$ cat config.mk
export PLATFORM = sky130hd
export DESIGN_NAME = bus_fifo_device
export DESIGN_NICKNAME = d
export VERILOG_FILES = /design/src/rtl/bus_fifo_device_pkg.sv /design/src/rtl/bus_fifo_device_sync_fifo.sv /design/src/rtl/bus_fifo_device.sv
export SDC_FILE = /design/constraint.sdc
export NUM_CORES = 1
export LEC_CHECK = 0
export CORE_MARGIN = 2
export CORE_UTILIZATION = 35
export DETAILED_ROUTE_END_ITERATION = 12
export PLACE_DENSITY = 0.62
export SLEW_MARGIN = 20
export SYNTH_ARGS = -nofsm -noshare
export SYNTH_HDL_FRONTEND = slang
export SYNTH_HIERARCHICAL = 1
export SYNTH_SLANG_ARGS = --single-unit
$ cat constraint.sdc
create_clock -name clk -period 4.7 [get_ports clk]
set_input_delay 0.705 -clock clk [delete_from_list [all_inputs] [get_ports clk]]
set_output_delay 0.705 -clock clk [all_outputs]
set_load 0.02 [all_outputs]
$ cat src/rtl/bus_fifo_device_pkg.sv
// ============================================================================
// Module      : bus_fifo_device_pkg
// Description : Shared definitions for bus_fifo_device: register offsets,
//               STATUS/CONTROL bit positions and the bus FSM state type.
// Revision    : 1.0 - initial release
// ============================================================================
`default_nettype none
`timescale 1ns/1ps

package bus_fifo_device_pkg;

    // Register select, taken from address offset bits [3:2]
    localparam logic [1:0] REG_DATA    = 2'd0;
    localparam logic [1:0] REG_STATUS  = 2'd1;
    localparam logic [1:0] REG_CONTROL = 2'd2;

    // Size of the decoded window in bytes
    localparam logic [31:0] WINDOW_BYTES = 32'd12;

    // STATUS bit positions
    localparam int ST_RX_EMPTY     = 0;
    localparam int ST_RX_FULL      = 1;
    localparam int ST_TX_EMPTY     = 2;
    localparam int ST_TX_FULL      = 3;
    localparam int ST_OVERFLOW     = 4;
    localparam int ST_UNDERFLOW    = 5;
    localparam int ST_RX_COUNT_LSB = 8;
    localparam int ST_TX_COUNT_LSB = 16;

    // CONTROL bit positions
    localparam int CTL_FLUSH_RX    = 0;
    localparam int CTL_FLUSH_TX    = 1;
    localparam int CTL_CLEAR_FLAGS = 2;

    // Bus handshake FSM
    typedef enum logic [0:0] {
        S_IDLE = 1'b0,
        S_ACK  = 1'b1
    } bus_state_e;

endpackage

`default_nettype wire

$ cat src/rtl/bus_fifo_device_sync_fifo.sv
// ============================================================================
// Module      : sync_fifo
// Description : Single-clock FIFO with push/pop/flush, occupancy count and
//               full/empty flags. Push when full and pop when empty are
//               ignored; flush overrides any concurrent push or pop.
// Revision    : 1.0 - initial release
// ============================================================================
`default_nettype none
`timescale 1ns/1ps

module sync_fifo #(
    parameter int DEPTH  = 16,
    parameter int DATA_W = 8
) (
    input  logic                     clk,
    input  logic                     rst,
    input  logic                     push_i,
    input  logic [DATA_W-1:0]        push_data_i,
    input  logic                     pop_i,
    input  logic                     flush_i,
    output logic [DATA_W-1:0]        head_o,
    output logic [$clog2(DEPTH):0]   count_o,
    output logic                     full_o,
    output logic                     empty_o
);

    localparam int AW = $clog2(DEPTH);

    logic [DATA_W-1:0] mem_q [DEPTH];
    logic [AW-1:0]     wr_ptr_q;
    logic [AW-1:0]     rd_ptr_q;
    logic [AW:0]       count_q;
    logic              do_push;
    logic              do_pop;

    // Occupancy at cycle start decides acceptance: no push-through, no pop-through
    assign do_push = push_i && !full_o;
    assign do_pop  = pop_i && !empty_o;

    assign full_o  = (count_q == (AW+1)'(DEPTH));
    assign empty_o = (count_q == '0);
    assign count_o = count_q;
    assign head_o  = mem_q[rd_ptr_q];

    // Storage array; a flushed push never lands
    always_ff @(posedge clk) begin
        if (do_push && !flush_i) begin
            mem_q[wr_ptr_q] <= push_data_i;
        end
    end

    // Pointer and count bookkeeping; power-of-2 depth lets pointers wrap naturally
    always_ff @(posedge clk or posedge rst) begin
        if (rst) begin
            wr_ptr_q <= '0;
            rd_ptr_q <= '0;
            count_q  <= '0;
        end else if (flush_i) begin
            wr_ptr_q <= '0;
            rd_ptr_q <= '0;
            count_q  <= '0;
        end else begin
            if (do_push) begin
                wr_ptr_q <= wr_ptr_q + 1'b1;
            end
            if (do_pop) begin
                rd_ptr_q <= rd_ptr_q + 1'b1;
            end
            count_q <= count_q + {{AW{1'b0}}, do_push} - {{AW{1'b0}}, do_pop};
        end
    end

endmodule

`default_nettype wire

$ cat src/rtl/bus_fifo_device.sv
// ============================================================================
// Module      : bus_fifo_device
// Description : Memory-mapped bus responder exposing a TX FIFO (bus writes to
//               DATA feed the TX stream) and an RX FIFO (RX stream feeds bus
//               reads of DATA), plus STATUS and CONTROL registers.
//               Optional macro BUS_FIFO_DEVICE_NONBLOCK_EN: accesses to a full
//               TX / empty RX complete at once and set sticky flags instead of
//               stalling.
// Revision    : 1.0 - initial release
// ============================================================================
`default_nettype none
`timescale 1ns/1ps

module bus_fifo_device
    import bus_fifo_device_pkg::*;
#(
    parameter logic [31:0] BASE_ADDR = 32'h0000_2000,
    parameter int          DEPTH     = 16,
    parameter int          DATA_W    = 8
) (
    input  logic              clk,
    input  logic              rst,
    input  logic [31:0]       address,
    input  logic [31:0]       data_write,
    input  logic [3:0]        write_mask,
    input  logic              ren,
    input  logic              wen,
    output logic              ready,
    output logic [31:0]       data_read,
    output logic              device_active,
    output logic [DATA_W-1:0] tx_data,
    output logic              tx_valid,
    input  logic              tx_ready,
    input  logic [DATA_W-1:0] rx_data,
    input  logic              rx_valid,
    output logic              rx_ready
);

    localparam int CW = $clog2(DEPTH) + 1;

    bus_state_e        state_q;
    logic              ready_q;
    logic [31:0]       data_read_q;

    logic [31:0]       offset;
    logic [1:0]        reg_sel;
    logic              is_wr, is_rd, req, can_go, go;
    logic              sel_data, sel_ctrl;
    logic              tx_push, tx_pop, tx_full, tx_empty, flush_tx;
    logic              rx_push, rx_pop, rx_full, rx_empty, flush_rx;
    logic              ctrl_wr, clear_flags;
    logic              overflow_flag, underflow_flag;
    logic [CW-1:0]     tx_count, rx_count;
    logic [DATA_W-1:0] rx_head;
    logic [31:0]       status_word, rd_value;
    logic              unused_bits;

    // Window decode: below-base addresses wrap to huge offsets and fall out
    assign offset        = address - BASE_ADDR;
    assign device_active = (offset < WINDOW_BYTES);
    assign reg_sel       = offset[3:2];
    assign sel_data      = (reg_sel == REG_DATA);
    assign sel_ctrl      = (reg_sel == REG_CONTROL);
    assign unused_bits   = ^{offset[31:4], offset[1:0], data_write, write_mask[3:1]};

    // Simultaneous ren/wen is treated as a pure write
    assign is_wr = wen;
    assign is_rd = ren && !wen;
    assign req   = (ren || wen) && device_active && (state_q == S_IDLE);

`ifdef BUS_FIFO_DEVICE_NONBLOCK_EN
    assign can_go = 1'b1;
`else
    assign can_go = !(is_wr && sel_data && write_mask[0] && tx_full) &&
                    !(is_rd && sel_data && rx_empty);
`endif
    assign go = req && can_go;

    assign tx_push     = go && is_wr && sel_data && write_mask[0];
    assign rx_pop      = go && is_rd && sel_data;
    assign ctrl_wr     = go && is_wr && sel_ctrl && write_mask[0];
    assign flush_rx    = ctrl_wr && data_write[CTL_FLUSH_RX];
    assign flush_tx    = ctrl_wr && data_write[CTL_FLUSH_TX];
    assign clear_flags = ctrl_wr && data_write[CTL_CLEAR_FLAGS];

    assign tx_pop   = tx_valid && tx_ready;
    assign rx_push  = rx_valid && rx_ready;
    assign tx_valid = !tx_empty;
    assign rx_ready = !rst && !rx_full;

    sync_fifo #(.DEPTH(DEPTH), .DATA_W(DATA_W)) u_tx_fifo (
        .clk        (clk),
        .rst        (rst),
        .push_i     (tx_push),
        .push_data_i(data_write[DATA_W-1:0]),
        .pop_i      (tx_pop),
        .flush_i    (flush_tx),
        .head_o     (tx_data),
        .count_o    (tx_count),
        .full_o     (tx_full),
        .empty_o    (tx_empty)
    );

    sync_fifo #(.DEPTH(DEPTH), .DATA_W(DATA_W)) u_rx_fifo (
        .clk        (clk),
        .rst        (rst),
        .push_i     (rx_push),
        .push_data_i(rx_data),
        .pop_i      (rx_pop),
        .flush_i    (flush_rx),
        .head_o     (rx_head),
        .count_o    (rx_count),
        .full_o     (rx_full),
        .empty_o    (rx_empty)
    );

`ifdef BUS_FIFO_DEVICE_NONBLOCK_EN
    logic overflow_q, underflow_q;

    // Sticky error flags: set by a dropped write or an empty read, cleared by CONTROL
    always_ff @(posedge clk or posedge rst) begin
        if (rst) begin
            overflow_q  <= 1'b0;
            underflow_q <= 1'b0;
        end else if (clear_flags) begin
            overflow_q  <= 1'b0;
            underflow_q <= 1'b0;
        end else begin
            if (tx_push && tx_full) begin
                overflow_q <= 1'b1;
            end
            if (rx_pop && rx_empty) begin
                underflow_q <= 1'b1;
            end
        end
    end

    assign overflow_flag  = overflow_q;
    assign underflow_flag = underflow_q;
`else
    assign overflow_flag  = 1'b0;
    assign underflow_flag = 1'b0;
`endif

    // Read-data mux; an empty RX yields zero
    always_comb begin
        status_word = '0;
        status_word[ST_RX_EMPTY]  = rx_empty;
        status_word[ST_RX_FULL]   = rx_full;
        status_word[ST_TX_EMPTY]  = tx_empty;
        status_word[ST_TX_FULL]   = tx_full;
        status_word[ST_OVERFLOW]  = overflow_flag;
        status_word[ST_UNDERFLOW] = underflow_flag;
        status_word[ST_RX_COUNT_LSB +: 8] = 8'(rx_count);
        status_word[ST_TX_COUNT_LSB +: 8] = 8'(tx_count);
        rd_value = '0;
        case (reg_sel)
            REG_DATA:   if (!rx_empty) rd_value[DATA_W-1:0] = rx_head;
            REG_STATUS: rd_value = status_word;
            default:    rd_value = '0;
        endcase
    end

    // Handshake FSM: accept in IDLE, pulse ready for the single ACK cycle
    always_ff @(posedge clk or posedge rst) begin
        if (rst) begin
            state_q     <= S_IDLE;
            ready_q     <= 1'b0;
            data_read_q <= '0;
        end else begin
            case (state_q)
                S_IDLE: begin
                    ready_q <= 1'b0;
                    if (go) begin
                        state_q <= S_ACK;
                        ready_q <= 1'b1;
                        if (is_rd) begin
                            data_read_q <= rd_value;
                        end
                    end
                end
                default: begin
                    ready_q <= 1'b0;
                    state_q <= S_IDLE;
                end
            endcase
        end
    end

    assign ready     = ready_q;
    assign data_read = data_read_q;

endmodule

`default_nettype wire

==> flow_metrics.py, run 1 <==
metrics = {
    "detailed_routing": {
        "via_per_inst": 5.010,
        "drc": 0,
        "wl_met2_um": 13690,
        "wl_met3_um": 1297,
        "drt_iter0_markers": 340,
        "via_count": 7290,
        "route.layer.met1.wl_um": 12610,
        "wirelength_um": 28290,
        "dr.pass1.iters": 5,
        "wl_per_cell_um": 19.45,
        "top_layer": "met4",
        "ant_nets": 0,
    },
    "sta": {
        "worstMarginPinSlew_ns": 1.084,
        "period_needed_ns": 4.194,
        "setup_viol": 0,
        "finClkSkew_ns": 0.008441,
        "fmax_mhz": 238.4,
        "slew_viol_final": 0,
        "max_slew_margin": 0.2718,
        "rsz0062_at_grt": "no",
        "setup_ws_ns": 0.5059,
        "finalHoldViolCount": 0,
        "period_share": 0.8924,
    },
    "power_and_ir_drop": {
        "power.density_nw_per_um2": 460.9,
        "max-vdd-ir-drop_mv": 0.2746,
        "p_leak_nw": 5.502,
    },
    "synth": {
        "syn_avg_cell_area_um2": 15.65,
        "synth_edf_count": 256,
        "yosysTopAreaCell": "edfxtp_1",
        "synthTopCellsByArea": "edfxtp_1, dfrtp_1, mux4_2, mux2i_1, mux2_2",
        "synth_seq_cells": 301,
        "ys_types": 56,
        "ys_async_sr_fraction": 0.1495,
        "netlist_top_cells_count": "edfxtp_1, nor2_1, mux2i_1",
        "ys.flop_type": "edfxtp_1",
        "synth_most_common_cell": "edfxtp_1",
        "synth_area_um2": 13050,
        "yosys_warnings": 6,
        "ys_seq_area_frac": 0.6754,
        "netlist.area_leader.share": 0.5891,
        "syn_inst": 834,
    },
    "global_route": {
        "grt_pass1_wl_um": 43390,
        "grt.total_usage": 0.1469,
        "grt_pass1_vias": 7437,
        "antenna_found_initial": 0,
        "grt-ovfl-total": 0,
        "grt_max_degree": 35,
    },
    "clock_network": {
        "h-tree-depth": 1,
        "clock-sinks": 301,
        "cts_hold_buffers": 0,
        "tritoncts": "built",
        "clk_path_buf_depth": 3,
        "clockRootBuffer": "clkbuf_16",
        "cts_buffers": 31,
        "post_cts_resized": 0,
        "cts_setup_buffers": 0,
        "insertion_delay_ns": 0.57,
        "path_clk_slew_ns": 0.06,
    },
    "floorplan": {
        "num_rows": 70,
        "fp.dieH_um": 197.1,
        "initial_core_util": 0.3556,
        "core_um2": 36700,
        "pin_count": 126,
        "die_area_um2": 38840,
        "dieWidth_um": 197.1,
    },
    "job": {
        "max_cap_viol_count": 0,
    },
    "cells_and_area": {
        "final_nets": 1069,
        "antenna_cells": 0,
        "seqCellArea_um2": 8816,
        "area_growth_pct": 19.46,
        "drive_above_1_share": 0.1763,
        "fillers": 3251,
        "utilization": 0.4248,
        "multi_input_area_um2": 3791,
    },
    "placed_design": {
        "place_worst_setup_slack_ns": -0.03771,
        "place.gp.congestion": 0.7723,
        "dp_hpwl_um": 18800,
        "io_buffers": 82,
    },
    "worst_setup_path": {
        "worstSetupEndpointType": "output port",
        "critPathMaxFanout": 2,
        "cp-start-kind": "input pin",
        "worstSetupPathType": "in2out",
        "critPathArrivalTime_ns": 3.49,
        "required_ns": 3.99,
    },
    "outcome": {
        "status": "complete, no violations",
    },
    "worst_hold_path": {
        "hp-class": "reg2reg",
    },
}
==> area by class of cell <==
class	instances	share of cell area
multi-input cells	449	0.2432
well taps	468	0.03756
repair buffers	133	0.07882
clock buffers	44	0.05546
flip-flops and latches	301	0.5655
inverters	46	0.01108
clock inverters	14	0.008347
==> stage by stage <==
step / instance area, um2 / setup TNS, ns / hold slack (ns) / total power [mW] / std cells
final: 15590 / 0 / 0.5084 / 7.185 / 1455
after global routing: 15590 / 0 / 0.5393 / 7.535 / 1455
after CTS: 15590 / 0 / 0.5125 / 7.261 / 1455
after detailed placement: 14590 / -0.03771 / 0.4981 / 4.864 / 1397
after global placement: 14590 / 0 / 0.4950 / 4.836 / 1397
after floorplan: 13100 / 0 / 0.5254 / 4.342 / 847
==> layout by cell type (no fill, tap or decap), types with 19 or more instances in the layout <==
cell and n:
a22o_1 19, mux2_2 36, inv_1 45, dfrtp_1 43
nor2_1 49, nand2_1 37, mux2i_1 46, buf_4 49
clkbuf_16 31, clkdlybuf4s50_1 82, mux4_2 32, nor3_1 34
edfxtp_1 256, ha_1 23
==> kinds of logic (layout without fill, tap and decap cells) <==
group	Yosys count	after routing	synth area share
DFF	301	301	0.6754
adders and majority gates	25	25	0.02512
muxes	114	114	0.1216
buffers and inverters	97	237	0.03864
AOI/OAI and AO/OA	75	75	0.04574
other	1	14	0.0002874
and+or+nand+nor	203	203	0.08112
xor gates and xnor gates	18	18	0.01208
==> worst max-delay path, cell delays in order <==
cell and delay, ns:
clkdlybuf4s50_1 0.49, inv_2 0.05, ha_1 0.21, xor2_1 0.15, or4_4 0.44, a2111oi_4 0.35
nand4b_1 0.20, buf_4 0.18, nor2_1 0.08, clkdlybuf4s50_1 0.64
==> final timing paths <==
| check | from | endpoint | slack, ns | cells past startpoint |
|---|---|---|---|---|
| worst min register to register | data_read[1]$_DFFE_PP0P_ | data_read[1]$_DFFE_PP0P_ | 0.51 | 1 |
| max in group asynchronous | rst | data_read[7]$_DFFE_PP0P_ | 3.29 | 2 |
| worst max-delay path | address[13] | device_active | 0.51 | 10 |
| worst max register to register | u_rx_fifo/count_o[2]$_DFF_PP0_ | u_rx_fifo/count_o[4]$_DFF_PP0_ | 1.09 | 19 |
| min in group asynchronous | rst | u_tx_fifo/wr_ptr_q[0]$_DFFE_PP0P_ | 0.68 | 2 |
| worst min-delay path | data_read[1]$_DFFE_PP0P_ | data_read[1]$_DFFE_PP0P_ | 0.51 | 1 |
==> power by group <==
part / leakage, nW / switching (mW) / internal (mW)
sequential: 2.81 / 0.177 / 3.04
clock: 0.491 / 1.00 / 1.39
combinational: 2.20 / 0.816 / 0.759
total: 5.50 / 2.00 / 5.19
==> layer usage <==
metal  vias to the layer above  global-route usage
met2                       175              0.2460
met1                      3645              0.1975
li1                       3428                   -
met5                         -                   0
met3                        42             0.02595
met4                         0             0.04038
==> state kept, by name (all words and copies together), names as in the netlist <==
signal and count:
u_tx_fifo/count_o 5, data_read 18, u_rx_fifo/wr_ptr_q 4, ready 1, u_tx_fifo/rd_ptr_q 4, u_rx_fifo/rd_ptr_q 4
u_rx_fifo/count_o 5, u_tx_fifo/wr_ptr_q 4, u_tx_fifo/mem_q 128, u_rx_fifo/mem_q 128
(Power assumes the default switching activity.)
==> run 2, diff against run 1 <==
Settings changed: CORE_UTILIZATION 35 to 50, PLACE_DENSITY 0.62 to 0.8.
==> run 2 against run 1 <==
Compared with the run above: highest routed layer unchanged; critical endpoint is now u_tx_fifo/count_o[4]$_DFF_PP0_; routed wire length fell by 2.7%; cell area fell by 1.2%; worst setup slack got worse by 0.22 ns.
==> flow_metrics.py, run 2 (synthesis gave the netlist of run 1 again) <==
metrics = {
    "worst_setup_path": {
        "worstSetupPathType": "in2reg",
        "slowest_delay_ns": 0.51,
        "crit_chain": "clkdlybuf4s50_1 -> inv_2 -> ha_1 -> xor2_1 -> or4_4 -> a2111oi_4 -> nand4b_1 -> nor4_2 -> and4_1 -> nand2_1 -> ha_1 -> inv_1 -> ha_1 -> inv_1 -> fa_1 -> nor2b_1 -> o21bai_1 -> nand3_1 -> nor3b_1",
        "crit_path_frequent_cell": "ha_1",
        "critPathMaxFanout": 2,
        "reg2regPathDepth": 12,
        "required_ns": 5.16,
        "crit_path_start": "address[13]",
        "critPathArrivalTime_ns": 4.88,
        "worstReg2RegEnd": "u_rx_fifo/mem_q[8][2]$_DFFE_PP_",
        "cp-start-kind": "input pin",
        "reg2reg_from": "u_rx_fifo/count_o[3]$_DFF_PP0_",
        "r2r_slack_ns": 0.76,
        "cpMaxStageDelayCell": "clkdlybuf4s50_1",
        "worstSetupEndpointType": "flop",
    },
    "clock_network": {
        "post_cts_resized": 0,
        "cts_hold_buffers": 0,
        "cts_setup_buffers": 0,
        "path_clk_slew_ns": 0.06,
        "insertion_delay_ns": 0.56,
        "h-tree-depth": 1,
        "tritoncts": "built",
        "clk_path_buf_depth": 3,
        "clockRootBuffer": "clkbuf_16",
        "clock-sinks": 301,
        "cts_buffers": 30,
    },
    "cells_and_area": {
        "final_common_cell": "edfxtp_1",
        "fin_area_um2": 15400,
        "area_growth_pct": 18.03,
        "layoutNonFillerInstCount": 1311,
        "utilization": 0.5961,
        "drive_above_1_share": 0.1680,
        "antenna_cells": 0,
        "final_cell_mix": "edfxtp_1, clkdlybuf4s50_1, nor2_1",
        "final_nets": 1061,
    },
    "placed_design": {
        "post_dp_cell_area_um2": 14370,
        "dp_hpwl_um": 18120,
        "place.gp.congestion": 0.8161,
        "place_inst": 1257,
        "io_buffers": 82,
    },
    "power_and_ir_drop": {
        "clkPwrFrac": 0.339,
        "p_sw_frac": 0.2745,
        "p_comb_frac": 0.218,
        "p_leak_nw": 5.456,
        "internal_power_mw": 5.290,
        "power.density_nw_per_um2": 473.5,
        "total_power_mw": 7.292,
        "p_seq_frac": 0.443,
        "max-vdd-ir-drop_mv": 0.3882,
        "switchingPower_mw": 2.001,
    },
    "global_route": {
        "grt_pass1_vias": 7553,
        "grt_pass1_wl_um": 42500,
        "grt-ovfl-total": 0,
        "grt.total_usage": 0.2057,
        "antenna_found_initial": 0,
        "grt_max_degree": 36,
    },
    "worst_hold_path": {
        "hold_start": "data_read[3]$_DFFE_PP0P_",
        "hold_end": "data_read[3]$_DFFE_PP0P_",
        "holdPathStages": 1,
        "hp-class": "reg2reg",
    },
    "sta": {
        "worstMarginPinSlew_ns": 1.006,
        "period_share": 0.9398,
        "slew_viol_final": 0,
        "finClkSkew_ns": 0.02186,
        "period_needed_ns": 4.417,
        "rsz0062_at_grt": "no",
        "finalHoldViolCount": 0,
        "max_slew_margin": 0.3276,
        "fmax_mhz": 226.4,
        "setup_viol": 0,
    },
    "detailed_routing": {
        "via_count": 7499,
        "wl_per_cell_um": 21.00,
        "via_per_inst": 5.720,
        "drt_iter0_markers": 695,
        "dr.pass1.iters": 5,
        "wirelength_um": 27530,
        "drc": 0,
        "ant_nets": 0,
    },
    "floorplan": {
        "die_area_um2": 27410,
        "dieWidth_um": 165.5,
        "pin_count": 126,
        "fp.dieH_um": 165.5,
        "core_um2": 25840,
        "initial_core_util": 0.5050,
        "num_rows": 59,
    },
    "job": {
        "max_cap_viol_count": 0,
    },
    "outcome": {
        "status": "complete, no violations",
    },
}
run 2: changes by cell type in the layout (fill, tap and decap cells not counted), sizes merged:
cell / change
bufinv: +3
clkbuf: -5
clkinv: -5
clkinvlp: +3
buf: -7
run 2: power groups by stage:
stage               combinational, mW  sequential, mW  clock [mW]
floorplan                        1.18            3.16           0
global placement                 1.52            3.28           0
detailed placement               1.57            3.28           0
CTS                              1.60            3.23        2.51
global route                     1.75            3.25        2.62
finish                           1.59            3.23        2.47
run 2: metrics by stage:
stage | TNS, ns | hold slack, ns | setup WS, ns
6_report | 0 | 0.5154 | 0.2830
5_1_grt | 0 | 0.5353 | 0.07131
4_1_cts | 0 | 0.5195 | 0.2721
3_5_place_dp | -0.1311 | 0.5009 | -0.1311
3_3_place_gp | 0 | 0.5026 | 0.003572
2_1_floorplan | 0 | 0.5254 | 0.5501
run 2: worst max path at each step:
stage                                                end  slack, ns  depth (start not counted)
after floorplan           u_tx_fifo/count_o[4]$_DFF_PP0_       0.55                         18
after global placement    u_tx_fifo/count_o[4]$_DFF_PP0_      0.004                         19
after detailed placement  u_tx_fifo/count_o[4]$_DFF_PP0_      -0.13                         19
after CTS                 u_tx_fifo/count_o[4]$_DFF_PP0_       0.27                         19
after global routing      u_tx_fifo/count_o[4]$_DFF_PP0_       0.07                         19
final                     u_tx_fifo/count_o[4]$_DFF_PP0_       0.28                         19
run 2: worst max-delay path, delay by kind of cell:
kind | cells | cell delay (ns)
buf+inv | 4 | 0.67
fa+ha+maj | 4 | 1.03
simple gates | 8 | 1.82
compound gates | 2 | 0.49
xor+xnor | 1 | 0.14
run 2: layout make-up:
type                       count  area (um2)
fill                        1937       10440
sequential                   301        8816
multi-input combinational    449        3794
timing repair buffer         126        1176
clock buffer                  39       805.8
tap                          335       419.2
clock inverter                15       217.7
inverter                      46       172.7
run 2: metal layers:
metal | GRT usage | wire (um) | up-vias
met1 | 0.2824 | 11360 | 3742
met4 | 0.05799 | 719 | 0
met3 | 0.02597 | 1651 | 54
met5 | 0 | 0 | -
met2 | 0.3482 | 13810 | 308
li1 | - | - | 3395
